===== config.mk =====
export PLATFORM = sky130hd
export DESIGN_NAME = outport_fifo
export DESIGN_NICKNAME = d
export VERILOG_FILES = /design/src/rtl/outport_fifo.sv
export SDC_FILE = /design/constraint.sdc
export NUM_CORES = 1
export LEC_CHECK = 0
export CAP_MARGIN = 20
export CORE_UTILIZATION = 51
export DETAILED_ROUTE_END_ITERATION = 7
export GPL_ROUTABILITY_DRIVEN = 0
export PLACE_DENSITY = 0.75
export SLEW_MARGIN = 20
export SYNTH_ARGS = -nofsm -noshare
export SYNTH_HDL_FRONTEND = slang
export SYNTH_SLANG_ARGS = --single-unit

===== constraint.sdc =====
create_clock -name clk -period 2.3 [get_ports clk]
set_input_delay 0.69 -clock clk [delete_from_list [all_inputs] [get_ports clk]]
set_output_delay 0.69 -clock clk [all_outputs]
set_load 0.02 [all_outputs]

===== src/rtl/outport_fifo.sv =====
// Buffered CPU output port: strobed writes queued in a DEPTH-entry FIFO, drained via valid/ready.
// Define OUTPORT_FIFO_OVERWRITE_EN for drop-oldest on overflow; default is drop-newest.
module outport_fifo #(
  parameter int unsigned n     = 8,
  parameter int unsigned DEPTH = 8
) (
  input  logic                       clk,
  input  logic                       reset,
  input  logic                       wr_en,
  input  logic [n-1:0]               wr_data,
  input  logic                       rd_ready,
  output logic                       rd_valid,
  output logic [n-1:0]               rd_data,
  output logic [$clog2(DEPTH):0]     count,
  output logic                       full,
  output logic                       empty,
  output logic                       overflow,
  input  logic                       clr_ovf
);

  localparam int unsigned AW = $clog2(DEPTH);
  localparam int unsigned CW = AW + 1;

  logic [n-1:0]  mem [DEPTH];
  logic [AW-1:0] wp;
  logic [AW-1:0] rp;

  logic pop;
  logic push;
  logic rp_adv;
  logic ovf_set;
  logic cnt_inc;
  logic cnt_dec;

  assign empty    = (count == CW'(0));
  assign full     = (count == CW'(DEPTH));
  assign rd_valid = ~empty;
  assign rd_data  = empty ? '0 : mem[rp];

  // Push/pop decode; a pop always frees a slot for a same-cycle write.
  always_comb begin
    pop = rd_valid & rd_ready;
`ifdef OUTPORT_FIFO_OVERWRITE_EN
    push    = wr_en;
    ovf_set = wr_en & full & ~pop;
    rp_adv  = pop | ovf_set;
`else
    push    = wr_en & (~full | pop);
    ovf_set = wr_en & full & ~pop;
    rp_adv  = pop;
`endif
    cnt_inc = push & ~pop & ~full;
    cnt_dec = pop & ~push;
  end

  // Storage is deliberately not reset; rd_data is gated while empty.
  always_ff @(posedge clk) begin
    if (push) mem[wp] <= wr_data;
  end

  always_ff @(posedge clk or posedge reset) begin
    if (reset) begin
      wp       <= '0;
      rp       <= '0;
      count    <= '0;
      overflow <= 1'b0;
    end else begin
      if (push)    wp <= wp + AW'(1);
      if (rp_adv)  rp <= rp + AW'(1);
      if (cnt_inc)      count <= count + CW'(1);
      else if (cnt_dec) count <= count - CW'(1);
      // A new loss in the same cycle as a clear keeps the flag set.
      if (ovf_set)      overflow <= 1'b1;
      else if (clr_ovf) overflow <= 1'b0;
    end
  end

endmodule


==> Yosys cells after proc, flatten, opt, wreduce, memory -nomap -nowiden <==
Memories as Yosys holds them, arrays and structs flattened.
Index checks and enable logic that the tools add are counted.
{ "totals": {"latchBits": 0, "wordCells": 32, "in_bits": 13, "regBits": 11, "mem_bits_ro": 0, "n_memories": 1, "ram_bits": 64} }
{ "classes": {"n_reduce_logical": 3, "n_lt_le_gt_ge": 0, "addsub": 4, "bitwise": 12, "mul": 0, "muxes": 7, "div": 0, "n_eq_ne": 1, "shift": 0} }
{ "mem_list": {"columns": ["name", "words", "width", "read_ports", "rd_clocked_by_memory_dff", "wr", "line_no", "source"], "rows": [
  ["mem", 8, 8, 1, 0, 1, "24", "logic [n-1:0] mem [DEPTH];"]
]} }
{ "op_table": {"columns": ["op", "count"], "rows": [
  ["$mux W4", 2],
  ["$mux W8", 1],
  ["$and A1 B1 Y1", 7],
  ["$add A3 B1 Y3 const B", 2],
  ["$add A4 B1 Y4 const B", 1],
  ["$eq A4 B4 Y1 const B", 1],
  ["$logic_not A4 Y1", 1],
  ["$mux W1", 4],
  ["$not A1 Y1", 4],
  ["$reduce_bool A2 Y1", 2],
  ["$sub A4 B1 Y4 const B", 1],
  ["$or A1 B1 Y1", 1]
]} }

==> Logic depth before layout (Yosys ltp) <==
Gate-level depths: netlist of run 1.
{ "logic_depth": {"word_depth": 9, "ltp_mapped": 8, "ltp_nobuf": 8} }

==> Least setup slack after synthesis of run 1 <==
OpenSTA, ideal clock, no wires.
{ "synth_timing": {"kind": "flip-flop to output port", "start": "register count[0]", "end": "output port rd_data[0]", "stages_incl_launch_ff": 6, "slack_ns": -0.036, "path_buffers": 1, "arrival_ns": 1.646, "t_required_ns": 1.610, "cell_sequence": "dfrtp_1 -> or3_4 -> or2_1 -> buf_6 -> clkinv_1 -> nor2_1"} }
{ "synth_between": {"elab_chain_len": 2} }
{ "synth_lines": {"columns": ["item", "line_no", "source"], "rows": [
  ["start, declared", "14", "output logic [$clog2(DEPTH):0] count,"],
  ["start signal, assigned", "70", "if (cnt_inc) count <= count + CW'(1);"],
  ["start signal, assigned", "71", "else if (cnt_dec) count <= count - CW'(1);"],
  ["$logic_not A4 Y1", "35", "assign empty = (count == CW'(0));"],
  ["net empty", "16", "output logic empty,"],
  ["$mux W8", "38", "assign rd_data = empty ? '0 : mem[rp];"],
  ["end, declared", "13", "output logic [n-1:0] rd_data,"]
]} }
The timed path passes the listed nets, and every way through them passes these cells.

==> Final worst setup path of run 1 <==
{ "layout_timing": {"start": "register rp[0]", "end": "output port rd_data[0]"} }
{ "layout_between": {"elab_chain_len": 2} }
{ "layout_lines": {"columns": ["item", "line_no", "source"], "rows": [
  ["start, declared", "26", "logic [AW-1:0] rp;"],
  ["start signal, assigned", "69", "if (rp_adv) rp <= rp + AW'(1);"],
  ["$mem_v2 Z8 W8", null, null],
  ["$mux W8", "38", null]
]} }
No other way between the ends.

==> impl_metrics.tcl, run 1 <==
set metrics [dict create \
    status "finished with violations" \
    violations "setup timing" \
    clock_latency_ns 0.34 \
    design_area_um2 3960 \
    drc 0 \
    synthArstFlopShare_pct 14.7 \
    irDropWorstVdd_v 0.000810 \
    drtAntennaViolNets 0 \
    vias 1762 \
    synth_top_area_cell "edfxtp_1" \
    n_antenna_cell 0 \
    start_util_pct 53.0 \
    reg2reg_setup_slack_ns 0.02 \
    yosys.cell_types.count 36 \
    first_iter_violations 71 \
    synth_xor_area_share_pct 1.68 \
    synth_compound_area_share_pct 2.43 \
    critPathLaunchType "flip-flop" \
    die_h_um 80.4 \
    std_cell_rows 28 \
    die_w_um 80.4 \
    post_drt_wl_per_cell_um 19.3 \
    dpl-instance-area_um2 3680 \
    antenna_found_initial 0 \
    rsz0062_at_grt "yes" \
    track_usage_pct 22.4 \
    endpoint "rd_data[0]" \
    grt.overflow.total 0 \
    clock_sinks 75 \
    synthesis.nets 193 \
    wl_um 6110 \
    synthToLayoutAreaGrowth_pct 26.2 \
    r2r-start "count[1]$_DFFE_PP0P_" \
    clkTransAtPathRegs_ns 0.07 \
    finalSetupViolCount 10 \
    yosysMostFrequentCell "edfxtp_1" \
    drv_cap 0 \
    synth-simple-area-share_pct 6.19 \
    synth_top_cell_area_share_pct 61.3 \
    synth_mux_area_share_pct 15.2 \
    p_per_area_nw_per_um2 1260 \
    postSynthAreaPerCell_um2 17.9 \
    synth_fa_ha_area_share_pct 2.23 \
    io_pins 29 \
    period_minus_slack_ns 2.52 \
    slew_headroom_pct 70.1 \
    cp.required_ns 1.61 \
    dp_hpwl_um 3980 \
    holdPathStages 2 \
    skew_ns 0.00914 \
    dieArea_um2 6470 \
    total_power_mw 4.99 \
    coreArea_um2 5920 \
    netlist_top_cells_count "edfxtp_1, mux4_2, nor2_1" \
    yosysSeqAreaShare_pct 70.1 \
    reg2regPathDepth 8 \
    crit_path_max_fanout 5 \
    firstDrtPassIters 4 \
    min_path_type "flip-flop to flip-flop" \
    synth_edf_count 64 \
    grt_max_degree 19 \
    critPathCaptureType "output pin" \
    setup_ws_ns -0.224 \
    final_layout_size_suffix_gt1_share_pct 38.0 \
    synth_top_family_by_area "multiplexers" \
    tritoncts "done" \
    clk_path_buf_depth 2 \
    port_buffers 28 \
    worst-setup-path-type "flip-flop to output pin" \
    ys_warn_count 0 \
    finalMaxSlewViolations 0 \
    syn_inst 175 \
    vias_per_cell 5.56 \
    setup_tns_ns -1.62 \
    nNetsFinal 256 \
    htree_levels 3 \
    finalCritPeriodShare_pct 110 \
    cts_root_buf "clkbuf_8" \
    synth_area_leaders "edfxtp_1, mux4_2, dfrtp_1" \
    tightestPinTransition_ns 0.449 \
    p_leak_nw 1.44 \
    ys_ff_latch 75 \
    synth_area_um2 3140 \
    cp_data_arrival_time_ns 1.83 \
    ys.flop_type "edfxtp_1" \
    finalHoldViolCount 0 \
    r2r-end "count[3]$_DFFE_PP0P_" \
    crit_start "rp[0]$_DFFE_PP0P_" \
    grt_pass1_vias 1873 \
    max_freq_mhz 396 \
    numCtsBuffers 9 \
    grt_pass1_wl_um 9780 \
]
## through the flow
| step | util, % | cells | setup WS [ns] | hold WS, ns |
|---|---|---|---|---|
| after floorplan | - | 175 | 0.00482 | 0.486 |
| after global placement | 62.2 | 296 | -0.228 | 0.507 |
| after detailed placement | 62.2 | 296 | -0.332 | 0.562 |
| after CTS | 66.4 | 315 | -0.303 | 0.578 |
| after global routing | 66.8 | 317 | -0.326 | 0.601 |
| final | 66.8 | 317 | -0.224 | 0.562 |
## what timing repair did
item,in CTS,in global routing
buffers inserted,2,3
hold buffers,0,0
resized for setup,67,7
pin swaps,5,4
gates cloned,2,0
endpoints found under the hold margin,0,0
endpoints found under the setup margin,12,13
## registers in the layout (all words and copies together) (netlist names)
name,cells
mem,64
count,4
rp,3
wp,3
overflow,1
## per-layer routing
| metal | wire length [µm] | vias up | track usage (%) |
|---|---|---|---|
| met5 | 0 | - | 0 |
| met1 | 2530 | 899 | 27.7 |
| met2 | 3120 | 51 | 37.3 |
| met4 | 143 | 0 | 11.3 |
| li1 | - | 799 | - |
| met3 | 315 | 13 | 4.55 |
## area by class of cell
type	count	area, µm²
Sequential cell	75	2200
Fill cell	381	1960
Multi-Input combinational cell	87	942
Timing Repair Buffer	59	537
Clock buffer	12	135
Tap cell	75	93.8
Inverter	5	23.8
Clock inverter	3	16.3
Timing Repair inverter	1	8.76
## power by group
| part | total [mW] | switching, mW | internal [mW] |
|---|---|---|---|
| combinational | 2.34 | 1.13 | 1.21 |
| clock | 0.804 | 0.423 | 0.381 |
| sequential | 1.85 | 0.124 | 1.73 |
| total | 4.99 | 1.68 | 3.31 |
## critical path, stage by stage, from the launching register on
cell and delay [ns]:
dfrtp_2 0.45, buf_12 0.14, mux4_2 0.49, mux2i_1 0.18, nor2_1 0.08, buf_4 0.16
## cells in the final DEF (no fill, tap or decap), types with 3 or more instances in the layout
cell	Yosys	layout
buf_2	3	5
edfxtp_1	64	64
clkbuf_8	0	9
buf_6	1	7
inv_1	4	3
mux2i_1	8	8
clkdlybuf4s50_1	0	17
xnor2_1	3	3
nand2_1	10	9
mux4_2	16	16
nor2_1	16	15
xor2_1	3	3
nand2b_1	3	3
buf_4	2	27
clkbuf_1	1	3
dfrtp_1	11	9
buf_12	0	3
## worst min-delay path by stage
stage / startpoint / endpoint / slack, ns
after CTS: wp[0]$_DFFE_PP0P_ / wp[0]$_DFFE_PP0P_ / 0.58
after floorplan: wp[0]$_DFFE_PP0P_ / wp[0]$_DFFE_PP0P_ / 0.49
after global routing: wp[0]$_DFFE_PP0P_ / wp[0]$_DFFE_PP0P_ / 0.60
after detailed placement: wp[0]$_DFFE_PP0P_ / wp[0]$_DFFE_PP0P_ / 0.56
final: wp[0]$_DFFE_PP0P_ / wp[0]$_DFFE_PP0P_ / 0.56
after global placement: wp[0]$_DFFE_PP0P_ / wp[0]$_DFFE_PP0P_ / 0.51
## cells by family after synthesis
| kind of cell | count (synthesis) |
|---|---|
| DFF | 75 |
| AOI/OAI and AO/OA | 10 |
| and+or+nand+nor | 39 |
| xor gates and xnor gates | 6 |
| muxes | 27 |
| adders and majority gates | 5 |
| buffers and inverters | 13 |
No activity file was read; power rests on OpenSTA's default activity.
==> run 2: changes to the inputs <==
SETUP_SLACK_MARGIN = 0.5   (was default)
SLEW_MARGIN = 5   (was 20)
==> impl_metrics.tcl, run 2 (synthesis gave the netlist of run 1 again) <==
set metrics [dict create \
    status "finished with violations" \
    violations "setup timing" \
    cp.depth 6 \
    antenna_found_initial 0 \
    drv_cap 0 \
    crit_path_cell_trace "buf_12, buf_16, mux4_2, mux2i_1, nor2_2, buf_6" \
    finalSetupViolCount 12 \
    cp.required_ns 1.61 \
    post_drt_wl_per_cell_um 21.0 \
    clkTransAtPathRegs_ns 0.08 \
    min_to "overflow$_DFFE_PP0P_" \
    track_usage_pct 23.0 \
    reg2reg_setup_slack_ns -0.16 \
    cp_data_arrival_time_ns 1.89 \
    clock_sinks 75 \
    dieArea_um2 6470 \
    hp-start "overflow$_DFFE_PP0P_" \
    die_h_um 80.4 \
    min_path_type "flip-flop to flip-flop" \
    cpLargestDelayFamily "multiplexers" \
    finalCoreUtilization_pct 76.3 \
    irDropWorstVdd_v 0.000823 \
    slew_headroom_pct 59.6 \
    tritoncts "done" \
    vias 1843 \
    cts_root_buf "clkbuf_8" \
    drtAntennaViolNets 0 \
    layout_common_cells "edfxtp_1, buf_6, mux4_2, clkdlybuf4s50_1" \
    dp_hpwl_um 4380 \
    setup_ws_ns -0.277 \
    first_iter_violations 91 \
    cpMaxStageDelayCell "mux4_2" \
    dp_slack_ns -0.319 \
    grt_max_degree 19 \
    cts_hold_buf 0 \
    clk_path_buf_depth 2 \
    multi_input_area_um2 1140 \
    port_buffers 28 \
    finalCritPeriodShare_pct 112 \
    p_per_area_nw_per_um2 1290 \
    r2r-end "count[3]$_DFFE_PP0P_" \
    wl_um 7040 \
    synthToLayoutAreaGrowth_pct 44.1 \
    clock_latency_ns 0.34 \
    grt_pass1_wl_um 10100 \
    io_pins 29 \
    critPathLaunchType "flip-flop" \
    coreArea_um2 5920 \
    regArea_um2 2200 \
    numCtsBuffers 9 \
    firstDrtPassIters 4 \
    finalHoldViolCount 0 \
    std_cell_rows 28 \
    reg.largest.list "mem: 64 flops, count: 4 flops" \
    htree_levels 3 \
    largest_reg_flops 64 \
    grt.overflow.total 0 \
    period_minus_slack_ns 2.58 \
    r2r-start "count[0]$_DFFE_PP0P_" \
    finalMaxSlewViolations 0 \
    grt_pass1_vias 1916 \
    worst-setup-path-type "flip-flop to output pin" \
    hold-worst-slack_ns 0.554 \
    n_antenna_cell 0 \
    final_common_cell "edfxtp_1" \
    start_util_pct 53.0 \
    rsz0062_at_grt "yes" \
    max_freq_mhz 388 \
    nNetsFinal 274 \
    vias_per_cell 5.50 \
    crit_buf_inv 3 \
    crit_path_max_fanout 5 \
    holdPathStages 2 \
    final_layout_size_suffix_gt1_share_pct 56.2 \
    num-fill-cells 309 \
    critPathCaptureType "output pin" \
    drc 0 \
    tightestPinTransition_ns 0.605 \
    max_stage_delay_ns 0.49 \
    p_leak_nw 1.66 \
    top_register "mem" \
    die_w_um 80.4 \
    skew_ns 0.0176 \
    reg2regPathDepth 9 \
]
-- run 2: changes by cell type in the layout (fill, tap and decap cells not counted), moves of 3 or more --
cell	delta
buf_2	-4
nand2_1	-5
nand2_4	+3
nor2_4	+6
buf_4	-20
clkbuf_1	-3
clkdlybuf4s50_1	-6
buf_6	+42
nor2_1	-14
nor2_2	+8
-- run 2: power by group --
group | internal (mW) | switching (mW) | total, mW
Sequential | 1.73 | 0.223 | 1.95
Combinational | 1.68 | 1.34 | 3.02
Clock | 0.376 | 0.460 | 0.836
Total | 3.79 | 2.02 | 5.81
-- run 2: metrics by stage --
| step | cells | total power [mW] | cell area, µm² | TNS, ns |
|---|---|---|---|---|
| global placement | 300 | 4.16 | 3860 | -3.15 |
| detailed placement | 300 | 4.25 | 3860 | -4.69 |
| finish | 335 | 5.81 | 4520 | -2.22 |
| floorplan | 175 | 3.33 | 3270 | 0 |
| global route | 335 | 6.08 | 4520 | -3.19 |
| CTS | 329 | 5.59 | 4360 | -2.25 |
-- run 2: tightest hold or removal path, delay by kind of cell, from the launching register on --
kind / cells / cell delay (ns)
AOI/OAI and AO/OA: 1 / 0.07
buffers and inverters: 1 / 0.07
DFF: 1 / 0.38
-- run 2: worst max path at each step --
stage                       to                 start  slack, ns
detailed placement  rd_data[3]     rp[0]$_DFFE_PP0P_      -0.32
global route        rd_data[7]     rp[0]$_DFFE_PP0P_      -0.35
global placement    rd_data[4]     rp[0]$_DFFE_PP0P_      -0.24
floorplan           rd_data[0]  count[1]$_DFFE_PP0P_       0.16
CTS                 rd_data[0]     rp[0]$_DFFE_PP0P_      -0.30
finish              rd_data[0]     rp[0]$_DFFE_PP0P_      -0.28
-- run 2: repair_timing --
item | CTS | global route
setup endpoints to repair | 87 | 86
gates resized for setup | 138 | 23
pin swaps | 15 | 9
setup buffers | 13 | 6
cloned | 1 | 0
-- run 2: cell type report --
cell class / instances / area share (%)
tap: 75 / 2.08
multi-input combinational: 87 / 25.3
clock inverter: 6 / 0.748
inverter: 5 / 0.692
clock buffer: 9 / 2.74
sequential: 75 / 48.7
timing repair buffer: 78 / 19.7
-- run 2: layer usage --
metal | track usage, % | vias up | wire length (µm) | share of wire [%]
li1 | - | 836 | - | -
met1 | 27.8 | 940 | 2890 | 41
met2 | 39.6 | 53 | 3720 | 53
met3 | 4.43 | 14 | 267 | 3.8
met4 | 10.7 | 0 | 170 | 2.4
met5 | 0 | - | 0 | 0
==> run 3: changes to the inputs <==
CTS_CLUSTER_DIAMETER = 100   (was default)
==> results of run 3 <==
The final DEF is identical to that of run 2; final timing and power are the same.
